[src/rtl/cpu_pkg.sv]
// Shared CPU back-end types: tag/ROB widths, op encodings and the
// reservation-station entry layout used by the issue queue.
package cpu_pkg;

    localparam int PTAG_W = 6;
    localparam int ROB_W  = 4;

    // ALU operation encodings carried through the queue untouched
    typedef enum logic [1:0] {
        ALU_ADD = 2'd0,
        ALU_SUB = 2'd1,
        ALU_AND = 2'd2,
        ALU_OR  = 2'd3
    } aluop_e;

    // Functional-unit classes carried through the queue untouched
    typedef enum logic [1:0] {
        FU_ALU = 2'd0,
        FU_MUL = 2'd1,
        FU_MEM = 2'd2,
        FU_BR  = 2'd3
    } fu_e;

    // One reservation-station slot: tags plus per-source ready bits
    typedef struct packed {
        logic              valid;
        logic [PTAG_W-1:0] sr1_p;
        logic              s1_rdy;
        logic [PTAG_W-1:0] sr2_p;
        logic              s2_rdy;
        logic [PTAG_W-1:0] dr_p;
        logic [1:0]        aluop;
        logic [31:0]       imm;
        logic [1:0]        fu;
        logic [ROB_W-1:0]  rob;
    } rs_entry_t;

endpackage

[src/rtl/prio_enc.sv]
// Lowest-index-first priority encoder: one-hot grant plus a found flag.
module prio_enc #(
    parameter int N = 16
) (
    input  logic [N-1:0] req,
    output logic [N-1:0] grant,
    output logic         found
);

    // Scan upward; the first set request wins
    always_comb begin
        // NOTE: every output gets a default before the loop so no path leaves it unassigned (no latch).
        grant = '0;
        found = 1'b0;
        for (int i = 0; i < N; i++) begin
            if (req[i] && !found) begin
                grant[i] = 1'b1;
                found    = 1'b1;
            end
        end
    end

endmodule

[src/rtl/issue_queue.sv]
// Issue queue / reservation station: buffers renamed ops, wakes sources on
// CDB broadcasts, and issues the lowest-index ready op each cycle.
module issue_queue
    import cpu_pkg::*;
#(
    parameter int RS_DEPTH = 16,
    localparam int CNT_W   = $clog2(RS_DEPTH) + 1
) (
    input  logic              clk,
    input  logic              rstn,
    input  logic              flush,
    input  logic              disp_valid,
    output logic              disp_ready,
    input  logic [PTAG_W-1:0] disp_sr1_p,
    input  logic              disp_s1_ready,
    input  logic [PTAG_W-1:0] disp_sr2_p,
    input  logic              disp_s2_ready,
    input  logic [PTAG_W-1:0] disp_dr_p,
    input  logic [1:0]        disp_aluop,
    input  logic [31:0]       disp_imm,
    input  logic [1:0]        disp_fu,
    input  logic [ROB_W-1:0]  disp_rob,
    input  logic              cdb_valid,
    input  logic [PTAG_W-1:0] cdb_tag,
    output logic              iss_valid,
    input  logic              iss_ready,
    output logic [PTAG_W-1:0] iss_sr1_p,
    output logic [PTAG_W-1:0] iss_sr2_p,
    output logic [PTAG_W-1:0] iss_dr_p,
    output logic [1:0]        iss_aluop,
    output logic [31:0]       iss_imm,
    output logic [1:0]        iss_fu,
    output logic [ROB_W-1:0]  iss_rob,
    output logic [CNT_W-1:0]  count
);

    rs_entry_t            q [RS_DEPTH];
    logic [RS_DEPTH-1:0] free_req, free_oh;
    logic [RS_DEPTH-1:0] rdy_req, iss_oh;
    logic                free_found, iss_found;
    logic                disp_fire, iss_fire;
    logic                byp_s1, byp_s2;

    // Request vectors come from registered state only, so a slot freed this
    // cycle is never reused by a same-cycle dispatch.
    always_comb begin
        for (int i = 0; i < RS_DEPTH; i++) begin
            free_req[i] = !q[i].valid;
            rdy_req[i]  = q[i].valid && q[i].s1_rdy && q[i].s2_rdy;
        end
    end

    prio_enc #(.N(RS_DEPTH)) u_free_sel (
        .req   (free_req),
        .grant (free_oh),
        .found (free_found)
    );

    prio_enc #(.N(RS_DEPTH)) u_iss_sel (
        .req   (rdy_req),
        .grant (iss_oh),
        .found (iss_found)
    );

    assign disp_ready = (count < CNT_W'(RS_DEPTH)) && !flush;
    assign iss_valid  = iss_found && !flush;
    assign disp_fire  = disp_valid && disp_ready && free_found;
    assign iss_fire   = iss_valid && iss_ready;

    // A source whose tag is on the CDB this cycle is captured as ready
    assign byp_s1 = disp_s1_ready || (cdb_valid && (cdb_tag == disp_sr1_p));
    assign byp_s2 = disp_s2_ready || (cdb_valid && (cdb_tag == disp_sr2_p));

    // Drive the selected entry's fields, zero when nothing issues
    always_comb begin
        iss_sr1_p = '0;
        iss_sr2_p = '0;
        iss_dr_p  = '0;
        iss_aluop = '0;
        iss_imm   = '0;
        iss_fu    = '0;
        iss_rob   = '0;
        for (int i = 0; i < RS_DEPTH; i++) begin
            if (iss_oh[i] && !flush) begin
                iss_sr1_p = q[i].sr1_p;
                iss_sr2_p = q[i].sr2_p;
                iss_dr_p  = q[i].dr_p;
                iss_aluop = q[i].aluop;
                iss_imm   = q[i].imm;
                iss_fu    = q[i].fu;
                iss_rob   = q[i].rob;
            end
        end
    end

    // Entry storage: wakeup, issue-free and dispatch-write
    always_ff @(posedge clk or negedge rstn) begin
        if (!rstn) begin
            // NOTE: the whole array is cleared, not just valid bits, so iss_* and debug views start at a known 0.
            for (int i = 0; i < RS_DEPTH; i++) q[i] <= '0;
        end else if (flush) begin
            for (int i = 0; i < RS_DEPTH; i++) q[i].valid <= 1'b0;
        end else begin
            for (int i = 0; i < RS_DEPTH; i++) begin
                // NOTE: non-blocking writes; a later write to the same slot in this loop overrides an earlier one.
                if (q[i].valid && cdb_valid && (cdb_tag == q[i].sr1_p)) q[i].s1_rdy <= 1'b1;
                if (q[i].valid && cdb_valid && (cdb_tag == q[i].sr2_p)) q[i].s2_rdy <= 1'b1;
                if (iss_fire && iss_oh[i]) q[i].valid <= 1'b0;
                if (disp_fire && free_oh[i]) begin
                    q[i] <= '{valid: 1'b1, sr1_p: disp_sr1_p, s1_rdy: byp_s1,
                              sr2_p: disp_sr2_p, s2_rdy: byp_s2, dr_p: disp_dr_p,
                              aluop: disp_aluop, imm: disp_imm, fu: disp_fu,
                              rob: disp_rob};
                end
            end
        end
    end

    // Occupancy counter tracks fires rather than popcounting valid bits
    always_ff @(posedge clk or negedge rstn) begin
        if (!rstn) begin
            count <= '0;
        end else if (flush) begin
            count <= '0;
        end else begin
            case ({disp_fire, iss_fire})
                2'b10:   count <= count + CNT_W'(1);
                2'b01:   count <= count - CNT_W'(1);
                default: count <= count;
            endcase
        end
    end

endmodule
[config.mk]
export PLATFORM = sky130hd
export DESIGN_NAME = issue_queue
export DESIGN_NICKNAME = d
export VERILOG_FILES = /design/src/rtl/cpu_pkg.sv /design/src/rtl/prio_enc.sv /design/src/rtl/issue_queue.sv
export SDC_FILE = /design/constraint.sdc
export NUM_CORES = 2
export LEC_CHECK = 0
export ABC_AREA = 1
export CAP_MARGIN = 10
export CELL_PAD_IN_SITES_DETAIL_PLACEMENT = 1
export CELL_PAD_IN_SITES_GLOBAL_PLACEMENT = 1
export CORE_UTILIZATION = 50
export CTS_BUF_LIST = sky130_fd_sc_hd__clkbuf_8 sky130_fd_sc_hd__clkbuf_16
export DETAILED_ROUTE_END_ITERATION = 12
export PLACE_DENSITY = 0.83
export SYNTH_ARGS = -nofsm -noshare
export SYNTH_HDL_FRONTEND = slang
export SYNTH_HIERARCHICAL = 1
export SYNTH_SLANG_ARGS = --single-unit
[constraint.sdc]
create_clock -name clk -period 5.1 [get_ports clk]
set_input_delay 1.02 -clock clk [delete_from_list [all_inputs] [get_ports clk]]
set_output_delay 1.02 -clock clk [all_outputs]
set_load 0.02 [all_outputs]
# == After elaboration in Yosys (flattened, before gate mapping) ==
# Cells that the tools add are included.
# word_totals
out_inout_bits,65
reg_bits,981
input_bits,72
wordCells,766
# classes
n_reduce_logical,309
order_cmp,1
n_addsub,2
mux,256
n_eq_ne,36
bitwise_logic,1
# op_table
cell,n
$mux 61,16
$mux 32,16
$mux 6,48
$eq 6x6->1,34
$logic_and 1x1->1,165
$mux 1,126
$reduce_and 2->1,48
$mux 2,32
$mux 4,16
$reduce_bool 2->1,32
$reduce_bool 3->1,17
$logic_not 1->1,45
$pmux 5 s2,1
$add 5x1->5 const B,1
$lt 5x5->1 const B,1
$mux 5,1
$sub 5x1->5 const B,1
$eq 2x1->1 const B,1
$eq 2x2->1 const B,1
$logic_or 1x1->1,2
$not 1->1,1

# == Depth between registers and ports, before layout ==
# depth
ltp_word,54
mapped_depth,25
depth_no_buf,24

# == By module ==
# The synthesis kept the hierarchy.
# modules_own_cells
mod,seq_area_each_um2,cells_each,n_inst,area_each_um2
issue_queue,24548.5,6520,1,49277.3
prio_enc,0.0,43,2,244.0

# == Worst setup path before layout ==
# No wires, ideal clock.
# synth_path
path_type,reg2out
start,register q[900] (netlist bit)
end,output iss_sr1_p[2]
slack_ns,1.457
n_path_buf,2
path_stages_with_launch,21
required_time_ns,4.080
arrival_time_ns,2.623
path_cell_list,dfrtp_1 -> and3_1 -> nor2_2 -> nand4_2 -> nor2_4 -> nand2_1 -> nor3_1 -> inv_1 -> nor2_2 -> inv_1 -> clkbuf_1 -> clkbuf_1 -> or2_2 -> nand3_1 -> nand3_1 -> nand3_1 -> nand3_1 -> nand2_1 -> nand2_1 -> nand2_1 -> nand2_1
# synth_between
elab_cells_between_ends,89
classes_between,44 x mux; 45 x reduce/logical
# synth_lines
item,line,source
start: declaration,issue_queue.sv:37,rs_entry_t q [RS_DEPTH];
start signal: indexed assignment,issue_queue.sv:110,"q[i] <= '{valid: 1'b1, sr1_p: disp_sr1_p, s1_rdy: byp_s1,"
$logic_and 1x1->1 *,issue_queue.sv:49,rdy_req[i] = q[i].valid && q[i].s1_rdy && q[i].s2_rdy;
named net rdy_req[1],issue_queue.sv:39,"logic [RS_DEPTH-1:0] rdy_req, iss_oh;"
$logic_and 1x1->1 *,prio_enc.sv:16,if (req[i] && !found) begin
$mux 1 *,prio_enc.sv:16,
$logic_not 1->1,prio_enc.sv:16,
$logic_and 1x1->1,prio_enc.sv:16,
$mux 1 *,prio_enc.sv:16,
$logic_not 1->1,prio_enc.sv:16,
[12 not listed],-,
$logic_and 1x1->1,prio_enc.sv:16,
$mux 1 *,prio_enc.sv:16,
$logic_not 1->1 *,prio_enc.sv:16,
$logic_and 1x1->1 *,prio_enc.sv:16,
$mux 1 *,prio_enc.sv:16,
named net iss_oh[8],issue_queue.sv:39,
$logic_and 1x1->1 *,issue_queue.sv:84,if (iss_oh[i] && !flush) begin
$mux 6 * (8 in series),issue_queue.sv:84,
end: declaration,issue_queue.sv:27,"output logic [PTAG_W-1:0] iss_sr1_p,"
# Mark *: on every way through the listed nets, which the timed path passes. The rest lies on a longest branch.

# == Worst setup path in the final report ==
# layout_path
start,register q[975] (netlist bit)
end,output iss_dr_p[3]
# layout_between
elab_cells_between_ends,94
classes_between,46 x mux; 48 x reduce/logical
# layout_lines
item,line,source
$logic_and 1x1->1 * (2 in series),issue_queue.sv:49,
named net rdy_req[0],issue_queue.sv:39,
$mux 1 *,prio_enc.sv:16,
$logic_not 1->1,prio_enc.sv:16,
$logic_and 1x1->1,prio_enc.sv:16,
$mux 1 *,prio_enc.sv:16,
$logic_not 1->1,prio_enc.sv:16,
$logic_and 1x1->1,prio_enc.sv:16,
[11 not listed],-,
$logic_and 1x1->1,prio_enc.sv:16,
$mux 1 *,prio_enc.sv:16,
$logic_not 1->1 *,prio_enc.sv:16,
$logic_and 1x1->1 *,prio_enc.sv:16,
$mux 1 *,prio_enc.sv:16,
named net iss_oh[7],issue_queue.sv:39,
$logic_and 1x1->1 *,issue_queue.sv:84,
$mux 6 * (9 in series),issue_queue.sv:84,
end: declaration,issue_queue.sv:29,"output logic [PTAG_W-1:0] iss_dr_p,"
# Marked as above.

==> summary.txt <==
Clock network
  – CTS Hold Bufs: 0
  – Root buffer cell: clkbuf_16
  – Worst skew pair latency: 0.71 ns
  – Max Root-Sink Buffers: 3
  – CTS Buf Count: 108
  – H-tree depth: 3
  – CTS tree: yes
  – Sink Count: 981
  – Clock Pin Slew Worst Setup and Hold Paths: 0.06 ns

Outcome
  – Status: completed

STA
  – Final slew viol count: 0
  – FMAX: 199 MHz
  – Crit share post-route: 0.984
  – Relative slew slack: 0.276
  – Worst-Margin Slew: 1.09 ns
  – Unrepaired setup endpoints after global routing: yes
  – Final setup margin: 0.0822 ns
  – Max Clock Skew: 0.0191 ns
  – Final Hold Fails: 0
  – Final setup fails: 0
  – Minimum clock period: 5.02 ns

Route
  – DRC Markers: 0
  – Post-route ant nets: 0
  – Routed wl met3: 13800 µm
  – Met1 Wirelength: 77600 µm
  – Vias per inst: 5.97
  – Initial DRC count: 4752
  – Mean routed wirelength per cell: 23.5 µm
  – DR top layer: met5
  – Routed wire length: 186000 µm
  – Pre-antenna DRT Iters: 6
  – Vias: 47200
  – Met2 WL: 87800 µm

Worst setup path
  – Reg2Reg Launch Point: q[914]$_DFFE_PN0P_
  – Kind of critical path: flip-flop to output port
  – Critical path launch point type: flip-flop
  – Worst R2R Path Depth: 18
  – Reg2reg end: q[778]$_DFFE_PN0P_
  – Critical-path maximum fanout: 13
  – Worst setup EP type: output port
  – Critical path's largest stage delay: 0.43 ns
  – Worst-path cell chain: nand2_2 -> nor2_4 -> nor2_4 -> nand4_4 -> nor2_4 -> nand2_2 -> nor2_4 -> inv_1 -> nor2_4 -> inv_6 -> buf_12 -> buf_12 -> nand3_1 -> nand3_1 -> nand3_1 -> nand3_1 -> nand3_1 -> nand3_1 -> nand2_1 -> nand2_1 -> nand2_1 -> nand2_1 -> clkdlybuf4s15_1
  – Worst EP required: 4.08 ns
  – CP most frequent cell: nand3_1
  – WP data arrival: 4.00 ns
  – Register-to-register setup slack: 1.04 ns
  – CP max-delay cell: dfrtp_1

Logic synthesis
  – Number of flops mapped to enable cells by yosys: 0
  – Syn Nets: 6682
  – Yosys cell types: 47
  – Top_reg_cell synth: dfrtp_1
  – #FFs+latches synth: 981
  – Syn Std Cell Area: 0.0498 mm²
  – Sequential area share after synthesis: 0.493
  – Yosys warns: 6
  – Ys async rst share: 1.00
  – Mean Syn Cell Area: 7.53 µm²
  – Cell count after synthesis: 6606

Power
  – Internal: 14.0 mW
  – Logic pwr share: 0.093
  – Pwr per Cell Area: 331 mW/mm²
  – Switch Pwr: 4.96 mW
  – Clock Power Share: 0.456
  – Leakage: 28.3 nW
  – Switch share: 0.261
  – Sequential share of power: 0.451
  – Worst ir drop on vdd: 0.000249 V

Die
  – DIE WIDTH: 317 µm
  – Die Height: 317 µm
  – Core ar.: 0.0986 mm²
  – Row count: 115
  – Starting density of the core: 0.505
  – Num ports: 137
  – DIE AREA: 0.101 mm²

Global route
  – GRT Total Usage: 0.357
  – Grt ovf: 0
  – Initial antenna violation count: 5
  – Largest net degree at the start of global routing: 122
  – First-pass GRT wire length: 283000 µm
  – Vias in the first global route: 48000

Final layout
  – Layout Nets: 6598
  – Most frequent cells in the layout: nand2_1 (2118), o21ai_0 (1205), dfrtp_1 (980)
  – Final Cell Area: 0.0573 mm²
  – Commonest non-fill, non-tap cell in the layout: nand2_1
  – Share of layout cells above drive strength 1: 0.0906
  – Finished Layout Cells: 7901
  – Area grow syn2layout: 15.2%

Placed design
  – Final GP Congestion: 0.890
  – Dpl ws: 0.178 ns
  – Placed inst area: 0.0525 mm²
  – DP HPWL: 107000 µm
  – DP Cell Count: 7648
  – IO Port Bufs: 136

Job
  – MaxCap Viol Count: 0

Min path
  – Tightest Hold Check Type: primary input to async pin
[cells in the mapped netlist, types with 8 or more instances]
master     count  area (µm²)
inv_1        654        2450
nor2_1        42         158
xnor2_1       40         350
or2_1         43         269
nand3_1      536        2680
xor2_1        56         490
o21ai_0     1207        6040
nor2_2        10        62.6
nor3_1        13        65.1
buf_2         72         360
or2_0         15        93.8
clkbuf_1     406        1520
dfrtp_1      981       24500
a221oi_1      16         140
buf_4         10        75.1
clkinv_1      16        60.1
or2_2        106         663
o21ai_1        8        40.0
o221ai_1       8        70.1
nand2_1     2142        8040
buf_1         22        82.6
a21oi_1       22         110
nand4_1       14        87.6
o22ai_1       58         363
o2111ai_1     20         175
a211oi_1      19         143
nor4_1         9        56.3
[cells by family after synthesis]
logic type	Yosys count	share of synthesized area
xor gates and xnor gates	96	0.0169
adders and majority gates	4	0.00116
buffers and inverters	1187	0.0924
and+or+nand+nor	2955	0.250
DFF	981	0.493
AOI/OAI and AO/OA	1383	0.147
[area by class of cell]
cell class / count / area, µm²
clock buffer: 137 / 3140
multi-input combinational: 4439 / 21000
timing repair buffer: 316 / 3660
sequential: 981 / 24500
antenna: 1 / 2.50
inverter: 675 / 2560
clock inverter: 64 / 795
tap: 1287 / 1610
fill: 12000 / 41300
timing repair inverter: 1 / 8.76
[timing repair]
action / CTS / global route
endpoints found under the setup margin: 58 / 58
buffers inserted: 12 / 25
gates cloned: 6 / 8
pin swaps: 7 / 10
resized for setup: 101 / 106
[power by group through the flow]
stage	clock network, mW	logic [mW]	registers [mW]
after global routing	9.01	1.95	8.60
after floorplan	0	0.915	8.59
after CTS	8.72	1.71	8.54
after detailed placement	0	1.69	8.66
after global placement	0	1.62	8.64
final	8.66	1.76	8.55
[through the flow]
stage | hold WS, ns | total power [mW] | utilization | setup TNS (ns)
4_1_cts | 0.356 | 19.0 | 0.576 | 0
3_5_place_dp | 0.466 | 10.3 | 0.533 | 0
6_report | 0.332 | 19.0 | 0.581 | 0
5_1_grt | 0.357 | 19.6 | 0.581 | -0.487
2_1_floorplan | 0.445 | 9.50 | - | 0
3_3_place_gp | 0.458 | 10.3 | 0.533 | 0
[state kept, by name (all words and copies together) (netlist names)]
register and cells:
q 976, count 5
[worst max-delay path by stage]
stage / from / to / slack [ns]
after global routing: q[975]$_DFFE_PN0P_ / iss_dr_p[3] / -0.07
after global placement: flush / iss_imm[10] / 0.23
after CTS: q[975]$_DFFE_PN0P_ / iss_fu[1] / 0.002
final: q[975]$_DFFE_PN0P_ / iss_dr_p[3] / 0.08
after detailed placement: flush / iss_imm[12] / 0.18
after floorplan: q[900]$_DFFE_PN0P_ / iss_sr1_p[2] / 1.46
[worst max-delay path: cells and delay by family (launching register included)]
| family | cells | cell delay, ns |
|---|---|---|
| simple gates | 18 | 1.94 |
| buf+inv | 5 | 0.89 |
| flops | 1 | 0.43 |
[routing by layer]
metal  GRT usage  vias to the layer above
met5           0                        -
met4       0.118                        4
met3      0.0597                      467
met2       0.586                     1857
met1       0.480                    24000
li1            -                    20900
Note: power is estimated with default switching activity, not from simulation.
